$ cat src/rtl/nn_pkg.sv
// Shared definitions for the image neuron MAC.
//   - state_t        : controller states (IDLE, FETCH, DRAIN, DONE)
//   - DEF_*          : default widths for a 4x4 image of 8-bit pixels
//   - acc_width_ok() : true when the accumulator cannot overflow for the
//                      worst-case sum of NUM_PIXELS products plus a bias
package nn_pkg;

    typedef enum logic [1:0] {
        IDLE  = 2'd0,
        FETCH = 2'd1,
        DRAIN = 2'd2,
        DONE  = 2'd3
    } state_t;

    localparam int DEF_DATA_WIDTH   = 8;
    localparam int DEF_ADDR_WIDTH   = 4;
    localparam int DEF_WEIGHT_WIDTH = 8;
    localparam int DEF_ACC_WIDTH    = 24;

    // Each product needs DATA+WEIGHT+1 bits; summing 2**ADDR of them grows
    // the magnitude by ADDR bits.
    function automatic bit acc_width_ok(input int data_w, input int weight_w,
                                        input int addr_w, input int acc_w);
        return acc_w >= data_w + weight_w + addr_w + 1;
    endfunction

endpackage

$ cat src/rtl/mac_unit.sv
// Signed multiply-accumulate slice.
//   clk, rst    : clock, synchronous active-high reset (clears accumulator)
//   load_i      : replace the accumulator with load_val_i (bias)
//   load_val_i  : signed value loaded on load_i
//   acc_en_i    : add pixel_i * weight_i into the accumulator
//   pixel_i     : unsigned pixel
//   weight_i    : signed weight
//   sum_o       : accumulator plus the current product (combinational), so
//                 the caller can capture the final sum in the same cycle
module mac_unit
    import nn_pkg::*;
#(
    parameter int DATA_WIDTH   = DEF_DATA_WIDTH,
    parameter int WEIGHT_WIDTH = DEF_WEIGHT_WIDTH,
    parameter int ACC_WIDTH    = DEF_ACC_WIDTH
) (
    input  logic                    clk,
    input  logic                    rst,
    input  logic                    load_i,
    input  logic [ACC_WIDTH-1:0]    load_val_i,
    input  logic                    acc_en_i,
    input  logic [DATA_WIDTH-1:0]   pixel_i,
    input  logic [WEIGHT_WIDTH-1:0] weight_i,
    output logic [ACC_WIDTH-1:0]    sum_o
);

    localparam int PROD_WIDTH = DATA_WIDTH + WEIGHT_WIDTH + 1;

    logic signed [PROD_WIDTH-1:0] pixel_ext;
    logic signed [PROD_WIDTH-1:0] weight_ext;
    logic signed [PROD_WIDTH-1:0] prod;
    logic signed [ACC_WIDTH-1:0]  prod_ext;
    logic signed [ACC_WIDTH-1:0]  acc_q;
    logic signed [ACC_WIDTH-1:0]  acc_d;
    logic signed [ACC_WIDTH-1:0]  sum;

    // Pixel is zero-extended (it is unsigned), weight sign-extended; the true
    // product always fits in PROD_WIDTH signed bits, so truncation is exact.
    assign pixel_ext  = {{(WEIGHT_WIDTH + 1){1'b0}}, pixel_i};
    assign weight_ext = {{(DATA_WIDTH + 1){weight_i[WEIGHT_WIDTH-1]}}, weight_i};
    assign prod       = pixel_ext * weight_ext;
    assign prod_ext   = {{(ACC_WIDTH - PROD_WIDTH){prod[PROD_WIDTH-1]}}, prod};
    assign sum        = acc_q + prod_ext;
    assign sum_o      = sum;

    always_comb begin
        acc_d = acc_q;
        if (load_i) begin
            acc_d = load_val_i;
        end else if (acc_en_i) begin
            acc_d = sum;
        end
    end

    always_ff @(posedge clk) begin
        if (rst) begin
            acc_q <= '0;
        end else begin
            acc_q <= acc_d;
        end
    end

endmodule

$ cat src/rtl/image_neuron_mac.sv
// Single neuron over a stored image: sweeps every pixel address of a BRAM
// with a 1-cycle registered read port, multiplies each pixel by its weight,
// accumulates onto a bias and optionally applies ReLU.
//   clk, rst          : clock, synchronous active-high reset (aborts any run)
//   start             : request a computation (honoured in IDLE only)
//   busy              : high whenever not IDLE
//   bias              : signed bias, sampled when start is accepted
//   w_we/w_addr/w_data: weight register file write port (IDLE only)
//   mem_read_addr     : registered BRAM read address
//   mem_read_data     : BRAM data, valid one cycle after the address
//   result_valid/ready/data : output handshake. result_valid rises with
//                       result_data stable and both hold until a cycle where
//                       result_ready is high; that edge is the transfer.
module image_neuron_mac
    import nn_pkg::*;
#(
    parameter int DATA_WIDTH   = DEF_DATA_WIDTH,
    parameter int ADDR_WIDTH   = DEF_ADDR_WIDTH,
    parameter int WEIGHT_WIDTH = DEF_WEIGHT_WIDTH,
    parameter int ACC_WIDTH    = DEF_ACC_WIDTH,
    parameter bit RELU_EN      = 1'b1
) (
    input  logic                    clk,
    input  logic                    rst,
    input  logic                    start,
    output logic                    busy,
    input  logic [ACC_WIDTH-1:0]    bias,
    input  logic                    w_we,
    input  logic [ADDR_WIDTH-1:0]   w_addr,
    input  logic [WEIGHT_WIDTH-1:0] w_data,
    output logic [ADDR_WIDTH-1:0]   mem_read_addr,
    input  logic [DATA_WIDTH-1:0]   mem_read_data,
    output logic                    result_valid,
    input  logic                    result_ready,
    output logic [ACC_WIDTH-1:0]    result_data
);

    localparam int NUM_PIXELS = 2 ** ADDR_WIDTH;
    localparam logic [ADDR_WIDTH-1:0] LAST_ADDR = ADDR_WIDTH'(NUM_PIXELS - 1);

    if (!acc_width_ok(DATA_WIDTH, WEIGHT_WIDTH, ADDR_WIDTH, ACC_WIDTH)) begin : g_acc_width_check
        $error("image_neuron_mac: ACC_WIDTH too small for the worst-case sum");
    end

    state_t                  state_q, state_d;
    logic [ADDR_WIDTH-1:0]   addr_q, addr_d;
    logic [ADDR_WIDTH-1:0]   addr_d1_q, addr_d1_d;
    logic                    rd_valid_q, rd_valid_d;
    logic                    valid_q, valid_d;
    logic [ACC_WIDTH-1:0]    result_q, result_d;
    logic                    acc_load;
    logic [ACC_WIDTH-1:0]    acc_sum;
    logic [WEIGHT_WIDTH-1:0] weight_q [NUM_PIXELS];

    // Weight register file: writable only while idle so a run always sees a
    // frozen set of weights.
    always_ff @(posedge clk) begin
        if (rst) begin
            for (int i = 0; i < NUM_PIXELS; i++) begin
                weight_q[i] <= '0;
            end
        end else if (w_we && (state_q == IDLE)) begin
            weight_q[w_addr] <= w_data;
        end
    end

    always_comb begin
        state_d    = state_q;
        addr_d     = addr_q;
        addr_d1_d  = addr_d1_q;
        rd_valid_d = 1'b0;
        valid_d    = valid_q;
        result_d   = result_q;
        acc_load   = 1'b0;

        unique case (state_q)
            IDLE: begin
                if (start) begin
                    state_d  = FETCH;
                    addr_d   = '0;
                    acc_load = 1'b1;
                end
            end
            FETCH: begin
                // The address issued this cycle returns data next cycle;
                // remember which weight belongs to it.
                rd_valid_d = 1'b1;
                addr_d1_d  = addr_q;
                if (addr_q == LAST_ADDR) begin
                    state_d = DRAIN;
                end else begin
                    addr_d = addr_q + 1'b1;
                end
            end
            DRAIN: begin
                // acc_sum already includes the final pixel's product.
                result_d = (RELU_EN && acc_sum[ACC_WIDTH-1]) ? '0 : acc_sum;
                valid_d  = 1'b1;
                state_d  = DONE;
            end
            DONE: begin
                if (result_ready) begin
                    valid_d = 1'b0;
                    state_d = IDLE;
                end
            end
            default: begin
                state_d = IDLE;
            end
        endcase
    end

    always_ff @(posedge clk) begin
        if (rst) begin
            state_q    <= IDLE;
            addr_q     <= '0;
            addr_d1_q  <= '0;
            rd_valid_q <= 1'b0;
            valid_q    <= 1'b0;
            result_q   <= '0;
        end else begin
            state_q    <= state_d;
            addr_q     <= addr_d;
            addr_d1_q  <= addr_d1_d;
            rd_valid_q <= rd_valid_d;
            valid_q    <= valid_d;
            result_q   <= result_d;
        end
    end

    mac_unit #(
        .DATA_WIDTH  (DATA_WIDTH),
        .WEIGHT_WIDTH(WEIGHT_WIDTH),
        .ACC_WIDTH   (ACC_WIDTH)
    ) u_mac (
        .clk       (clk),
        .rst       (rst),
        .load_i    (acc_load),
        .load_val_i(bias),
        .acc_en_i  (rd_valid_q),
        .pixel_i   (mem_read_data),
        .weight_i  (weight_q[addr_d1_q]),
        .sum_o     (acc_sum)
    );

    assign busy          = (state_q != IDLE);
    assign mem_read_addr = addr_q;
    assign result_valid  = valid_q;
    assign result_data   = result_q;

endmodule

$ cat config.mk
export PLATFORM = sky130hd
export DESIGN_NAME = image_neuron_mac
export DESIGN_NICKNAME = d
export VERILOG_FILES = /design/src/rtl/nn_pkg.sv /design/src/rtl/mac_unit.sv /design/src/rtl/image_neuron_mac.sv
export SDC_FILE = /design/constraint.sdc
export NUM_CORES = 1
export LEC_CHECK = 0
export CAP_MARGIN = 10
export CORE_MARGIN = 5
export CORE_UTILIZATION = 52
export CTS_CLUSTER_DIAMETER = 60
export DETAILED_ROUTE_END_ITERATION = 10
export PLACE_DENSITY = 0.79
export SYNTH_ARGS = -nofsm -noshare
export SYNTH_HDL_FRONTEND = slang
export SYNTH_HIERARCHICAL = 1
export SYNTH_SLANG_ARGS = --single-unit
export TNS_END_PERCENT = 5
$ cat constraint.sdc
create_clock -name clk -period 5.9 [get_ports clk]
set_input_delay 1.475 -clock clk [delete_from_list [all_inputs] [get_ports clk]]
set_output_delay 1.475 -clock clk [all_outputs]
set_load 0.005 [all_outputs]
# --- Word-level counts from Yosys, hierarchy flattened ---
# Memories as Yosys holds them, arrays and structs flattened. A register that Yosys moved wholly into a read port is not among the register bits.
# Cells that the tools add are included.
totals:
  input_bits: 49
  word_cells: 54
  regBits: 60
  memories: 1
  ramBits: 128
memory_table:
  columns: ["name", "depth", "width", "read_ports", "rd_clocked_by_memory_dff", "wr", "line_no", "text"]
  rows:
  - ["weight_q", 16, 8, 1, 1, 16, "image_neuron_mac.sv:53", "logic [WEIGHT_WIDTH-1:0] weight_q [NUM_PIXELS];"]
op_classes:
  mux: 25
  reduce_logical: 10
  add_sub_neg: 2
  eq_ne: 8
  n_mul: 1
ops:
  columns: ["operator", "n"]
  rows:
  - ["2-to-1 mux 24 bit", 2]
  - ["adder 24 x 17 -> 24 bit", 1]
  - ["2-to-1 mux 23 bit", 1]
  - ["2-to-1 mux 4 bit", 5]
  - ["multiplier 9 x 8 -> 17 bit", 1]
  - ["2-to-1 mux 1 bit", 10]
  - ["2-to-1 mux 8 bit", 1]
  - ["inequality test 2 bit (second input constant)", 4]
  - ["one-hot mux 2 bit (4 select lines)", 1]
  - ["one-hot mux 4 bit (2 select lines)", 1]
  - ["nonzero test 2 bit", 4]
  - ["OR reduction 8 bit", 1]
  - ["2-to-1 mux 2 bit", 3]
  - ["AND reduction 3 bit", 2]
  - ["adder 4 x 1 -> 4 bit (second input constant)", 1]
  - ["equality test 2 bit (second input constant)", 2]
  - ["equality test 4 bit (second input constant)", 1]
  - ["equality test 2 x 1 -> 1 bit (second input constant)", 1]
  - ["zero test 2 bit", 1]
  - ["one-hot mux 1 bit (2 select lines)", 1]
  - ["AND reduction 2 bit", 1]
  - ["logical AND 1 bit", 1]

# --- Depth between registers and ports, before layout ---
# Gate-level depths: netlist of run 1.
depth:
  ltp_word: 7
  ltp_mapped: 26
  mapped_depth_nobuf: 22

# --- By module ---
# Netlist of run 1, hierarchy kept.
by_module_without_submodules:
  columns: ["mod", "n_inst", "cells_each", "area_per_inst_um2"]
  rows:
  - ["image_neuron_mac", 1, 585, 7330.8]
  - ["mac_unit", 1, 504, 4473.0]

# --- Worst setup path after synthesis of run 1 ---
# Ideal clock, no wire load.
synth_timing:
  kind: "flip-flop to flip-flop"
  startpoint: "register with a tool-made name"
  endpoint: "register result_q[11], in the netlist result_data[11]"
  path_slack_ns: -0.223
  setup_ns: 0.065
  t_arrival_ns: 6.058
  stages_incl_launch_ff: 24
  synth_period_minus_slack_ns: 6.123
  path_cell_list: "dfxtp_1 -> buf_6 -> buf_4 -> mux4_2 -> a22oi_1 -> nand2_1 -> inv_1 -> fa_1 -> inv_1 -> fa_1 -> fa_1 -> fa_1 -> fa_1 -> ha_1 -> a21o_1 -> a31oi_1 -> o21ai_2 -> a31oi_4 -> o21ai_1 -> xnor2_1 -> nor2b_1 -> clkbuf_1 -> a21oi_1 -> nor2_1"
synth_rtl:
  columns: ["item", "line_no", "text"]
  rows:
  - ["end signal, assigned", "image_neuron_mac.sv:127", "result_q <= result_d;"]
  - ["end, declared", "image_neuron_mac.sv:50", "logic [ACC_WIDTH-1:0] result_q, result_d;"]

==> metrics.txt, run 1 <==
complex-gate fraction of the synthesized area 0.08480; top routing layer in use met4; routed wirelength normalized by instance count between 20 and 25 microns; IO Pins just under 80; final RePlAce weighted congestion around 0.93; Fmax achieved around 170 MHz; largest net degree at the start of global routing 79; Hold Startpoint result_valid; antenna-violating nets left 0; 1st-pass router iterations 5; DR WL met3 1.877 mm; P per Cell Area roughly 450 nW/um^2; Buf+Inv Stages, Crit Path 5; simple-gate area share of the yosys netlist 0.1565; Largest stage delay, worst path 540 ps; antenna violations before repair 0; Startpoint Class flip-flop; Final Setup Violations 20; worst hold path class reg2reg; Slew Viols, Final 0; crit path max fanout 6; Worst EP arrival between 6000 and 7000 ps; min Tclk post-route 6016 ps; Die ar. between 20,000 and 30,000 sq um; Worst-Margin Slew approximately 1100 ps; CP Class reg2reg; final count of hold timing violations 0; largest family of logic cells by synthesized area adder cells; Initial Util 0.5245; top cell type's share of synthesized area 0.3256; Core ar. 22,500 sq um; critical path, cell by cell buf_12, mux4_2, a22oi_2, nand2_2, buf_4, nand2_1, fa_1, inv_2, fa_1, ha_1, inv_1, fa_1, inv_1, ha_1, ha_4, fa_2, a21o_2, a221oi_4, o31ai_2, a31oi_2, o21ai_2, xor2_2, a21oi_1, nor2_1; Top FF cell, synth edfxtp_1; first-pass GRT wire length about 50 mm; H-tree depth 4; number of global-route vias before repair between 9,000 and 10,000; total power 6.411 mW; Via density between 5 and 6; Final WS setup -116.4 ps; Hold-fix buffers, CTS 0; RSZ-0062 raised after global routing yes; IR Drop Worst-Case VDD ~350 uV; clock latency on the worst-skew pair ~450 ps; Non-Filler Instances about 1,500; Synth Register Bits roughly 190; DRT met1 WL roughly 13 mm; Final period util 1.020; register clock-pin slew on the reported worst setup and hold paths about 80 ps; vias between 8,000 and 9,000; gr usage total 0.2492; WL final around 31 mm; Netlist cell types 67; Post-Synth XOR/XNOR Area 0.01622; critical path's slowest cell mux4_2; Setup crit end kind flip-flop; share of cells above drive strength 1 0.1969; EDFF count, synth 128; Avg Cell Area, Syn between 10 and 15 sq um; Post-Route Utilization 0.6379; async set-reset flop share out of synthesis 0; Mapped Area roughly 12,000 sq um; CP most frequent cell fa_1; Clock Skews roughly 17 ps; violated checks negative setup slack; nets 1,414; Synth area leader edfxtp_1; DRT iter0 DRCs about 770; DR DRC count 0; R2R Setup Slk -120 ps; Synth Area in Adders 0.1751; Met2 Wirelength between 15 and 20 mm; Num CTS Buffers 17; Max Cap Violations 0; outcome complete, but fails checks; Layout area overhead 21.60%; Worst slew margin 0.2595; Overflow after GRT 0; diode count 0; die outline width 160.7 microns; mux cell area share after synthesis 0.08141; CTS tree done; warnings from Yosys 6; WP data required about 6200 ps; synth cell count leaders nor2_1, edfxtp_1, nand2_1, ha_1, inv_1; CTS Sinks approximately 190; DP Wirelength about 22 mm; top cells by area, synth edfxtp_1, dfxtp_1, fa_1; DIE HEIGHT about 160 microns; Max clock buf depth 2; Pleak between 6 and 7 nW; count leader, synth nor2_1; placed instance count 1,482; Post-Syn Nets 1,272; Root Buffer clkbuf_16; row cnt 55; sequential cell area fraction in the yosys report 0.4325; cell count after synthesis 1,089; Crit path max-delay family adder cells; I/O Buffers just under 80
## area by class of cell
| class | count | area, sq um |
|---|---|---|
| multi-input combinational | 762 | 6321 |
| sequential | 191 | 5109 |
| clock buffer | 17 | 425.4 |
| timing repair buffer | 181 | 1653 |
| tap | 285 | 356.6 |
| clock inverter | 15 | 196.4 |
| inverter | 78 | 292.8 |
| fill | 1624 | 8149 |
## through the flow
stage	hold WS, ps	setup slack, ps	cell area (sq um)	TNS (ps)
global placement	472.5	-588.3	13340	-19640
global route	529.9	-313.4	14350	-8004
detailed placement	486.6	-723.5	13340	-23540
finish	499.7	-116.4	14350	-674.9
CTS	506.1	-115.8	14240	-2495
floorplan	462.5	9.121	11820	0
## what timing repair did
action                                  CTS  global route
pin swaps                                29            14
endpoints found under the hold margin     0             0
gates cloned                              1             0
endpoints found under the setup margin   38            38
gates resized for setup                  58            23
setup buffers                            11             3
## registers in the layout, indices dropped and copies added (netlist names), named ones only
register and flops:
result_data 23, addr_d1_q 4, u_mac/acc_q 24, state_q 2, mem_read_addr 4, weight_q 128, result_valid 1, rd_valid_q 1
## kinds of logic after synthesis
logic type,after synthesis
DFF,191
muxes,50
xor gates and xnor gates,21
other,1
AOI/OAI and AO/OA,144
buffers and inverters,136
and+or+nand+nor,412
adders and majority gates,134
## metal layers
metal | vias to the layer above | global-route usage
met5 | - | 0
met4 | 0 | 0.09230
met3 | 71 | 0.04260
met2 | 324 | 0.4144
met1 | 4396 | 0.3302
li1 | 4032 | -
## path summary, 6_finish.rpt
kind | endpoint | cells after the start
max | result_data[22] | 24
min | result_valid | 2
max reg2reg | result_data[22] | 24
min reg2reg | result_valid | 2
## tightest hold or removal path, stage by stage (launching register included)
cell	delay, ps
dfxtp_1	340
a21oi_1	60
nor2_1	70
## power breakdown
group | switching [mW] | total (mW) | internal (mW) | leakage, nW
combinational | 1.81 | 3.55 | 1.74 | 3.87
sequential | 0.0965 | 1.67 | 1.57 | 1.84
clock | 0.606 | 1.19 | 0.585 | 0.301
## cell usage in the layout, fill, tap and decap left out, drive strengths merged, types with 32 or more instances in the layout
master and n:
clkdlybuf4s50 72, nand2 92, dfxtp 63, edfxtp 128, mux4 32, inv 85
fa 52, and2 32, nor2 207, ha 82, a21oi 54, buf 105
Note: power is estimated with default switching activity, not from simulation.
==> inputs of run 2 (changes only) <==
--- a/config.mk
+++ b/config.mk
@@ -6,6 +6,7 @@
 export NUM_CORES = 1
 export LEC_CHECK = 0
 export CAP_MARGIN = 10
+export CORE_ASPECT_RATIO = 0.7
 export CORE_MARGIN = 5
 export CORE_UTILIZATION = 52
 export CTS_CLUSTER_DIAMETER = 60
==> run 2 against run 1 <==
Sequential share of layout area shrank 0.38 points; count of clock-buffer cells in the layout stayed put; power up 5.0%; the run still ends with negative setup slack left; largest power group unchanged; final cell count rose by 1.6%.
==> metrics.txt, run 2 (synthesis gave the netlist of run 1 again) <==
Top reg by flops weight_q; Layout area overhead 22.91%; final RePlAce weighted congestion 0.8893 (-4.3%); DP Wirelength 22.27 mm (+1.7%); RSZ-0062 raised after global routing yes; share of cells above drive strength 1 0.2006 (+0.003699); CTS Sinks 191 (unchanged); final count of hold timing violations 0 (unchanged); Slew Viols, Final 0 (unchanged); Worst slew margin 0.3192 (+0.05971); Final Setup Violations 36 (+80%); Via density 5.693 (-1.3%); clock latency on the worst-skew pair 440 ps (about the same); CP most frequent cell fa_1; DR DRC count 0 (unchanged); Worst-Margin Slew 1021 ps (-89.56 ps); Buf+Inv Stages, Crit Path 6 (+1); Post-Route Utilization 0.6447 (+0.006803); Crit path max-delay family adder cells; Overflow after GRT 0 (unchanged); vias 8,841 (+0.20%); I/O Buffers 77 (unchanged); total power 6.732 mW (+5.0%); outcome complete, but fails checks; worst hold path class reg2reg; register clock-pin slew on the reported worst setup and hold paths 70 ps (about the same); Initial Util 0.5245 (about the same); Clock Skews 13.25 ps (-3.352 ps); DIE HEIGHT 136.1 microns (-15%); Root Buffer clkbuf_16; CP Class reg2reg; Largest stage delay, worst path 590 ps (+50 ps); violated checks negative setup slack; WP data required 6190 ps (about the same); antenna violations before repair 0 (unchanged); 1st-pass router iterations 5 (unchanged); Max Cap Violations 0 (unchanged); Hold-fix buffers, CTS 0 (unchanged); Max clock buf depth 2 (unchanged); commonest cells after routing, fill and taps aside nor2_1, edfxtp_1, buf_4; Setup crit end kind flip-flop; P per Cell Area 464.0 nW/um^2 (+3.9%); Pleak 6.027 nW (+0.36%); Worst EP arrival 6420 ps (+110 ps); Die ar. 25,860 sq um (+0.18%); number of global-route vias before repair 8,876 (-4.0%); Final WS setup -230.8 ps (-114.4 ps); IR Drop Worst-Case VDD 376.2 uV (+6.7%); largest net degree at the start of global routing 43 (-46%); Startpoint Class flip-flop; Placed Area 13,320 sq um (-0.12%); first-pass GRT wire length 49.69 mm (-1.1%); # fillers 1,613 (-0.68%); diode count 0 (unchanged); CTS tree done; antenna-violating nets left 0 (unchanged); nets 1,411 (-0.21%); design area 14,510 sq um (+1.1%); Core ar. 22,500 sq um (about the same); DRT iter0 DRCs 912 (+19%); critical path, cell by cell buf_6, buf_16, mux4_2, a22oi_2, nand2_1, buf_6, nand2_2, fa_1, inv_2, fa_1, fa_1, fa_1, fa_2, ha_4, and3_4, a221oi_4, o31ai_2, a31oi_2, buf_4, xnor2_4, buf_6, a21oi_2, nor2_1; Num CTS Buffers 17 (unchanged); critical path's slowest cell fa_1; row cnt 46 (-16%); Hold Slack 486.9 ps (-12.84 ps); Fmax achieved 163.1 MHz (-1.9%); setup TNS -5013 ps (-4338 ps); H-tree depth 4 (unchanged); die outline width 190.1 microns (+18%); gr usage total 0.2498 (+0.0005923); min Tclk post-route 6131 ps (+114.4 ps); max reg flops 128 (unchanged); Final period util 1.039 (+0.01939); routed wirelength normalized by instance count 20.41 microns (about the same); WL final 31.70 mm (+1.6%); IO Pins 79 (unchanged); most common cell after layout, fill and taps aside nor2_1; crit path max fanout 6 (unchanged)
[run 2: changes by cell type in the layout (fill, tap and decap cells not counted), moves of 3 or more]
cell / previous run / this run
buf_6: 1 / 9
inv_6: 0 / 5
buf_4: 95 / 84
inv_8: 5 / 2
bufinv_16: 0 / 3
mux4_2: 28 / 24
nand2_4: 0 / 3
clkinv_4: 3 / 0
mux4_1: 4 / 8
[run 2: power breakdown]
part,internal [mW],switching [mW],total (mW)
Sequential,1.57,0.0947,1.67
Combinational,1.81,2.00,3.81
Clock,0.690,0.561,1.25
[run 2: worst reg2reg max path, delay by kind of cell, from the launching register on]
| kind | cells | cell delay (ps) |
|---|---|---|
| fa+ha+maj | 6 | 2680 |
| compound gates | 5 | 1050 |
| buf+inv | 6 | 790 |
| mux | 1 | 550 |
| flops | 1 | 440 |
| simple gates | 4 | 410 |
| xor+xnor | 1 | 70 |
[run 2: layout make-up]
cell class / instances / area (sq um) / area share
clock buffer: 17 / 425.4 / 0.02932
sequential: 191 / 5109 / 0.3521
clock inverter: 15 / 220.2 / 0.01518
tap: 312 / 390.4 / 0.02691
inverter: 78 / 292.8 / 0.02018
timing repair buffer: 178 / 1665 / 0.1148
multi-input combinational: 762 / 6405 / 0.4415
[run 2: through the flow]
step / instances / worst slack (ps)
floorplan: 1089 / 9.121
global placement: 1503 / -608.0
detailed placement: 1503 / -737.3
CTS: 1549 / -227.1
global route: 1553 / -404.4
finish: 1553 / -230.8
[run 2: path summary, 6_finish.rpt]
path	from	to	slack, ps	cells past startpoint
worst min register to register	result_valid	result_valid	490	2
worst min-delay path	result_valid	result_valid	490	2
worst max-delay path	flip-flop	result_data[18]	-230	23
worst max register to register	flip-flop	result_data[18]	-230	23
[run 2: routing by layer]
metal / vias up / wire [microns] / track usage
met5: - / 0 / 0
met4: 0 / 632 / 0.07149
met3: 62 / 3302 / 0.06674
met2: 461 / 14440 / 0.3767
met1: 4293 / 13330 / 0.3591
li1: 4025 / - / -
[run 2: timing repair]
item / CTS / global route
resized for setup: 71 / 31
buffers inserted: 12 / 4
cloned: 2 / 0
pin swaps: 45 / 28
setup endpoints to repair: 38 / 38
==> inputs of run 3 (changes only) <==
--- a/config.mk
+++ b/config.mk
@@ -9,7 +9,8 @@
 export CORE_ASPECT_RATIO = 0.7
 export CORE_MARGIN = 5
 export CORE_UTILIZATION = 52
-export CTS_CLUSTER_DIAMETER = 60
+export CTS_BUF_LIST = sky130_fd_sc_hd__clkbuf_4
+export CTS_CLUSTER_DIAMETER = 200
 export DETAILED_ROUTE_END_ITERATION = 10
 export PLACE_DENSITY = 0.79
 export SYNTH_ARGS = -nofsm -noshare
==> run 3 against run 2 <==
The flow still finishes with violations (negative setup slack); combinational power down 1%; clock skew grew 20 ps; critical path type unchanged; sequential share of layout area rose by 1.0 points; die area stayed put; core utilization is 1.8 points lower; final area shrank 2.8%; register-to-register slack worse by 110 ps; clock power shrank 34%; wire length is 1.6% lower; highest routed layer unchanged; via count fell by 0.33%; power fell by 6.9%.
==> metrics.txt, run 3 (synthesis gave the netlist of run 1 again) <==
gr usage total 0.2469 (-0.002909); Top reg by flops weight_q; final count of hold timing violations 0 (unchanged); antenna violations before repair 0 (unchanged); Hold Startpoint result_valid; multi-input combinational cell area 6334 sq um (-1.1%); antenna-violating nets left 0 (unchanged); I/O Buffers 77 (unchanged); Max Cap Violations 0 (unchanged); number of global-route vias before repair 8,840 (-0.41%); largest net degree at the start of global routing 43 (unchanged); 1st-pass router iterations 5 (unchanged); register area 5109 sq um (unchanged); Initial Util 0.5245 (unchanged); diode count 0 (unchanged); Worst-Margin Slew 1021 ps (-0.2514 ps); clock latency on the worst-skew pair 620 ps (+180 ps); # fillers 1,686 (+4.5%); row cnt 46 (unchanged); placed instance count 1,503 (unchanged); final RePlAce weighted congestion 0.8893 (unchanged); DRT iter0 DRCs 948 (+3.9%); CTS Sinks 191 (unchanged); outcome complete, but fails checks; CP Class reg2reg; Non-Filler Instances 1,550 (-0.19%); routed wirelength normalized by instance count 20.13 microns (-1.4%); first-pass GRT wire length 49.36 mm (-0.65%); RSZ-0062 raised after global routing yes; Startpoint Class flip-flop; Root Buffer clkbuf_4; die outline width 190.1 microns (unchanged); Slew Viols, Final 0 (unchanged); Hold Slack 502.8 ps (+15.87 ps); Clock Skews 32.90 ps (+19.65 ps); Via density 5.685 (-0.14%); IR Drop Worst-Case VDD 407.8 uV (+8.4%); Max clock buf depth 2 (unchanged); Fmax achieved 160.2 MHz (-1.8%); Final Setup Violations 36 (unchanged); WP data required 6410 ps (+220 ps); Worst slew margin 0.3179 (-0.001233); Layout area overhead 19.45%; max reg flops 128 (unchanged); Worst EP arrival 6750 ps (+330 ps); IO Pins 79 (unchanged); crit path max fanout 5 (-1); P per Cell Area 444.4 nW/um^2 (-4.2%); Die ar. 25,860 sq um (unchanged); H-tree depth 4 (unchanged); Core ar. 22,500 sq um (unchanged); Final period util 1.058 (+0.01903); Pleak 5.890 nW (-2.3%); DP Wirelength 22.27 mm (unchanged); commonest cells after routing, fill and taps aside nor2_1, edfxtp_1, buf_4; most common cell after layout, fill and taps aside nor2_1; min Tclk post-route 6243 ps (+112.3 ps); Num CTS Buffers 17 (unchanged); worst hold path class reg2reg; share of cells above drive strength 1 0.1809 (-0.01971); DR DRC count 0 (unchanged); violated checks negative setup slack; WL final 31.20 mm (-1.6%); total power 6.266 mW (-6.9%); CTS tree done; nets 1,408 (-0.21%); Setup crit end kind flip-flop; Final WS setup -343.1 ps (-112.3 ps); Overflow after GRT 0 (unchanged); vias 8,812 (-0.33%); DIE HEIGHT 136.1 microns (unchanged); register clock-pin slew on the reported worst setup and hold paths 170 ps (+100 ps)
==> run 3: worst max-delay path: stages, from the launching register on <==
cell and delay, ps:
dfxtp_4 450, buf_12 150, buf_8 110, mux4_2 520
a22oi_2 160, nand2_1 90, buf_6 150, buf_6 110
and2_4 150, fa_2 370, fa_1 500, fa_1 590
fa_1 440, fa_2 570, ha_4 220, and3_4 180
a221oi_4 340, o31ai_2 130, a31oi_2 310, buf_4 180
o21ai_2 60, xor2_2 160, a21oi_2 140, nor2_1 50
==> run 3: final timing paths <==
| path | end | slack, ps | cells past startpoint |
|---|---|---|---|
| worst max-delay path | result_data[22] | -340 | 23 |
| worst min-delay path | result_valid | 500 | 2 |
| worst max register to register | result_data[22] | -340 | 23 |
| worst min register to register | result_valid | 500 | 2 |
==> run 3: power breakdown <==
group	internal [mW]	switching (mW)	leakage (nW)
sequential	1.57	0.0933	1.84
combinational	1.79	1.98	3.88
clock	0.316	0.513	0.176
==> run 3: stage by stage <==
step	setup TNS [ps]	instance area, sq um	setup WS [ps]	utilization
2_1_floorplan	0	11820	9.121	-
3_3_place_gp	-19420	13320	-608.0	0.5918
3_5_place_dp	-24530	13320	-737.3	0.5918
4_1_cts	-5520	14010	-202.1	0.6224
5_1_grt	-13510	14100	-568.4	0.6265
6_report	-5963	14100	-343.1	0.6265
==> run 3: routing by layer <==
metal | vias to the layer above | track usage | part of all wire
met5 | - | 0 | 0
li1 | 4029 | - | -
met4 | 0 | 0.07028 | 0.019
met1 | 4291 | 0.3561 | 0.43
met2 | 439 | 0.3656 | 0.45
met3 | 53 | 0.07290 | 0.10
==> run 3: what timing repair did <==
action	CTS	global route
hold buffers	0	0
resized for setup	53	22
gates cloned	3	0
setup buffers	9	5
pin swaps	28	24
endpoints found under the setup margin	38	38
endpoints found under the hold margin	0	0
==> run 3: layout make-up <==
cell class / count / area share
multi-input combinational: 762 / 0.4492
timing repair buffer: 175 / 0.1154
clock inverter: 15 / 0.01562
inverter: 78 / 0.02076
sequential: 191 / 0.3623
clock buffer: 17 / 0.009051
tap: 312 / 0.02769
